$ cat config.mk
export PLATFORM = sky130hd
export DESIGN_NAME = toggle_power_meter
export DESIGN_NICKNAME = d
export VERILOG_FILES = /design/src/rtl/toggle_meter_pkg.sv /design/src/rtl/popcount.sv /design/src/rtl/toggle_power_meter.sv
export SDC_FILE = /design/constraint.sdc
export NUM_CORES = 1
export LEC_CHECK = 0
export CORE_MARGIN = 1.5
export CORE_UTILIZATION = 37
export CTS_CLUSTER_SIZE = 12
export DETAILED_ROUTE_END_ITERATION = 10
export PLACE_DENSITY = 0.63
export SYNTH_ARGS = -nofsm -noshare
export SYNTH_HDL_FRONTEND = slang
export SYNTH_SLANG_ARGS = --single-unit
$ cat constraint.sdc
create_clock -name clk -period 11.6 [get_ports clk]
set_clock_uncertainty 0.2 [all_clocks]
set_input_delay 1.74 -clock clk [delete_from_list [all_inputs] [get_ports clk]]
set_output_delay 1.74 -clock clk [all_outputs]
set_load 0.01 [all_outputs]
$ cat src/rtl/toggle_meter_pkg.sv
// rtl/toggle_meter_pkg.sv - shared constants and state encodings for the toggle power meter
package toggle_meter_pkg;

    localparam int E_TOGGLE_DEF = 375;
    localparam int CNT_W_DEF    = 16;
    localparam int E_W_DEF      = 32;

    typedef enum logic {
        MON_IDLE = 1'b0,
        MON_RUN  = 1'b1
    } mon_state_t;

    typedef enum logic {
        RPT_EMPTY = 1'b0,
        RPT_FULL  = 1'b1
    } rpt_state_t;

endpackage

$ cat src/rtl/popcount.sv
// rtl/popcount.sv - combinational population count of a bit vector
module popcount #(
    parameter  int N_BITS = 4,
    localparam int PC_W   = $clog2(N_BITS + 1)
) (
    input  logic [N_BITS-1:0] bits,
    output logic [PC_W-1:0]   count
);

    always_comb begin
        count = '0;
        for (int i = 0; i < N_BITS; i++) begin
            count = count + PC_W'(bits[i]);
        end
    end

endmodule

$ cat src/rtl/toggle_power_meter.sv
// rtl/toggle_power_meter.sv - windowed toggle counter with energy report and one-deep output slot
module toggle_power_meter
    import toggle_meter_pkg::*;
#(
    parameter int N_BITS   = 4,
    parameter int WINDOW   = 16,
    parameter int E_TOGGLE = E_TOGGLE_DEF,
    parameter int CNT_W    = CNT_W_DEF,
    parameter int E_W      = E_W_DEF
) (
    input  logic              clk,
    input  logic              reset,
    input  logic              en,
    input  logic [N_BITS-1:0] mon,
    input  logic              out_ready,
    output logic              out_valid,
    output logic [CNT_W-1:0]  out_toggles,
    output logic [E_W-1:0]    out_energy,
    output logic              overrun
);

    localparam int PC_W  = $clog2(N_BITS + 1);
    localparam int WIN_W = $clog2(WINDOW);
    localparam int SUM_W = CNT_W + PC_W;
    // Product is wide enough that any bit above E_W means saturation
    localparam int P_W   = (CNT_W + 32 > E_W) ? CNT_W + 32 : E_W + 1;
    localparam logic [WIN_W-1:0] WIN_LAST = WIN_W'(WINDOW - 1);

    mon_state_t mon_state, mon_next;
    rpt_state_t rpt_state, rpt_next;

    logic [N_BITS-1:0] prev;
    logic [N_BITS-1:0] diff;
    logic [CNT_W-1:0]  acc;
    logic [WIN_W-1:0]  win_cnt;
    logic [PC_W-1:0]   pc;
    logic [SUM_W-1:0]  sum;
    logic [CNT_W-1:0]  sum_sat;
    logic [P_W-1:0]    prod;
    logic [E_W-1:0]    energy_sat;
    logic              close;
    logic              load;

    assign diff = mon ^ prev;

    popcount #(.N_BITS(N_BITS)) u_popcount (
        .bits  (diff),
        .count (pc)
    );

    always_comb begin
        sum        = SUM_W'(acc) + SUM_W'(pc);
        sum_sat    = (sum[SUM_W-1:CNT_W] != '0) ? '1 : sum[CNT_W-1:0];
        prod       = P_W'(sum_sat) * P_W'(E_TOGGLE);
        energy_sat = (prod[P_W-1:E_W] != '0) ? '1 : prod[E_W-1:0];
    end

    assign close     = (mon_state == MON_RUN) && en && (win_cnt == WIN_LAST);
    assign load      = close && ((rpt_state == RPT_EMPTY) || out_ready);
    assign out_valid = (rpt_state == RPT_FULL);

    always_ff @(posedge clk) begin
        if (reset) begin
            mon_state <= MON_IDLE;
            rpt_state <= RPT_EMPTY;
        end else begin
            mon_state <= mon_next;
            rpt_state <= rpt_next;
        end
    end

    always_comb begin
        mon_next = mon_state;
        case (mon_state)
            MON_IDLE: if (en)  mon_next = MON_RUN;
            MON_RUN:  if (!en) mon_next = MON_IDLE;
            default:  mon_next = MON_IDLE;
        endcase
    end

    always_comb begin
        rpt_next = rpt_state;
        case (rpt_state)
            RPT_EMPTY: if (close) rpt_next = RPT_FULL;
            RPT_FULL:  if (out_ready && !close) rpt_next = RPT_EMPTY;
            default:   rpt_next = RPT_EMPTY;
        endcase
    end

    // prev tracks mon on every enabled cycle; the arming cycle only loads it
    always_ff @(posedge clk) begin
        if (reset) begin
            prev    <= '0;
            acc     <= '0;
            win_cnt <= '0;
        end else if (en) begin
            prev <= mon;
            if (mon_state == MON_RUN) begin
                if (close) begin
                    acc     <= '0;
                    win_cnt <= '0;
                end else begin
                    acc     <= sum_sat;
                    win_cnt <= win_cnt + 1'b1;
                end
            end
        end
    end

    always_ff @(posedge clk) begin
        if (reset) begin
            out_toggles <= '0;
            out_energy  <= '0;
            overrun     <= 1'b0;
        end else begin
            if (load) begin
                out_toggles <= sum_sat;
                out_energy  <= energy_sat;
            end
            if (close && !load) begin
                overrun <= 1'b1;
            end
        end
    end

endmodule

==> reports/metrics.csv <==
metric,value,unit
p_clk_share,36.2,%
cp.arrival,9.35,ns
p_int,0.575,mW
synthTopCellsByArea,"fa_1 21%, dfxtp_1 21%, ha_1 14%, inv_1 9.7%, nor2_1 4.0%",
fin_setup_tns,0,ns
worstMarginPinSlew,1.07,ns
gp_congestion,0.833,
ys_types,57,
rows,48,
hold_slack,0.255,ns
fin_total_pwr,0.881,mW
port_buffers,50,
cts_tree,yes,
finalCritPeriodShare,80.0,%
critical_path_depth,28,
setup_slack,2.32,ns
synthesis.instances,769,
post_cts_buffers,0,
hold_violations,0,
required,11.67,ns
leakagePower,3.54,nW
area_growth,15.6,%
first_pass_iters,5,
nNetsFinal,959,
hold_depth,2,
ff2ff_path_depth,27,
synth_ff_type,dfxtp_1,
grt_start_max_net_pins,68,
cp_slowest_cell,a31oi_1,
cts.htree.levels,3,
cts_resized,0,
wirelength,14.3,mm
drv_slew,0,
overflow,0,
path_class,input port to flop,
combPwrFrac,37.3,%
die_h,135,um
cpPeakStageDelay,0.59,ns
yosysTopAreaCellShare,21.0,%
met2_usage,27.0,%
synthAdderAreaFrac,35.4,%
drv_cap,0,
synth_area_per_cell,8.44,um2
status,"complete, no violations",
synth_compound_area_share,12.8,%
final_area,7500,um2
pwr-share-seq,26.5,%
cts_hold_buf,0,
grt_pass1_vias,4825,
vias_per_cell,4.86,
max_slew_margin,28.6,%
hold_class,flop to flop,
layout-drive-gt1-share,3.57,%
wire_per_inst,13.7,um
ys_async_sr_fraction,0,%
root_buffer,clkbuf_16,
synthMuxAreaShare,1.08,%
critPathLaunchType,input port,
p_sw,0.305,mW
min_period,9.28,ns
path_common_cell,inv_1,
core,17200,um2
path_delay_family,adder cells,
ys_seq_elements,67,
detail-route-antenna-nets,0,
fp.dieW,135,um
yosysMostFrequentCell,inv_1,
synth-seq-area-share,20.7,%
p_per_area,117,nW/um2
synth_warnings,0,
end_kind,flop,
place_ws,1.95,ns
initial_utilization,37.7,%
antenna_cells,0,
cts-buffers-inserted,9,
drc,0,
drtIter0Drc,326,
ioPinCount,58,
dieArea,18300,um2
rsz0062_at_grt,false,
fmax,108,MHz
synth_area,6490,um2
synth_xor_area_share,4.05,%
use_met3,3.55,%
dr_total_vias,5047,
vdd_ir_drop_max,91.9,uV
setup_viol,0,
switching_share,34.7,%
cts_sinks,67,
place_area,7160,um2
synth_common_cells,"167 x inv_1, 75 x ha_1, 69 x nor2_1",
crit_buf_inv,7,
crit_fanout,7,
clk_pin_slew,0.06,ns
clk_latency,0.34,ns
dpl.hpwl,11.1,mm
antenna_found_initial,0,
synthSimpleGateAreaFrac,13.7,%
met1_usage,22.2,%
grtUsageTotal,16.4,%
grt_pass1_wl,23.6,mm
cts_max_path_buffers,2,
synth_top_family_by_area,adder cells,
synth_top_area_cell,fa_1,
synth_edf_count,0,
grt-busiest-layer,met2,
==> sequential cells by signal, summed over array words and instances (netlist names) <==
| signal | count |
|---|---|
| out_energy | 24 |
| acc | 16 |
| out_toggles | 16 |
| prev | 4 |
| win_cnt | 4 |
| mon_state | 1 |
| out_valid | 1 |
| overrun | 1 |
==> worst paths after layout <==
check / start / endpoint / slack (ns)
setup / recovery: mon[0] / out_energy[20] / 2.32
hold / removal: out_energy[3] / out_energy[3] / 0.26
setup reg to reg: prev[0] / out_energy[20] / 3.82
hold reg to reg: out_energy[3] / out_energy[3] / 0.26
==> per-layer routing <==
layer / up-vias / part of all wire, %
li1: 2530 / -
met1: 2411 / 48
met2: 99 / 48
met3: 7 / 3.5
met4: 0 / 0.68
met5: - / 0
==> cells by family (layout without fill, tap and decap cells) <==
logic type	after synthesis	after routing
buffers and inverters	198	236
muxes	7	7
and+or+nand+nor	195	195
xor gates and xnor gates	30	30
AOI/OAI and AO/OA	128	128
DFF	67	67
other	1	7
adders and majority gates	143	143
==> per-stage QoR <==
| step | cells | util [%] |
|---|---|---|
| 2_1_floorplan | 775 | - |
| 3_3_place_gp | 1022 | 41.5 |
| 3_5_place_dp | 1022 | 41.5 |
| 4_1_cts | 1038 | 43.5 |
| 5_1_grt | 1038 | 43.5 |
| 6_report | 1038 | 43.5 |
==> final cells by class <==
cell class / instances / area, um2
inverters: 167 / 627
clock buffers: 10 / 229
well taps: 225 / 282
fillers: 1679 / 9740
multi-input cells: 510 / 4390
flip-flops and latches: 67 / 1340
repair buffers: 53 / 518
clock inverters: 6 / 114
==> power groups by stage <==
| stage | sequential, mW | combinational, mW | clock, mW |
|---|---|---|---|
| floorplan | 0.238 | 0.261 | 0 |
| global placement | 0.238 | 0.324 | 0 |
| detailed placement | 0.238 | 0.330 | 0 |
| CTS | 0.233 | 0.333 | 0.325 |
| global route | 0.234 | 0.375 | 0.333 |
| finish | 0.233 | 0.328 | 0.319 |
==> layout by cell type (no fill, tap or decap), types with 13 or more instances in the layout <==
cell type,n
a21oi_1,48
a22oi_1,13
clkdlybuf4s50_1,49
dfxtp_1,67
fa_1,68
ha_1,75
inv_1,167
nand2_1,67
nor2_1,68
o21ai_0,13
xnor2_1,16
xor2_1,14
==> tightest hold or removal path: cells and delay by family (launching register included) <==
| kind | cells | cell delay, ns |
|---|---|---|
| AO/OA/AOI/OAI | 1 | 0.05 |
| flip-flops | 1 | 0.30 |
| AND/OR/NAND/NOR | 1 | 0.05 |
Note: power is estimated with default switching activity, not from simulation.
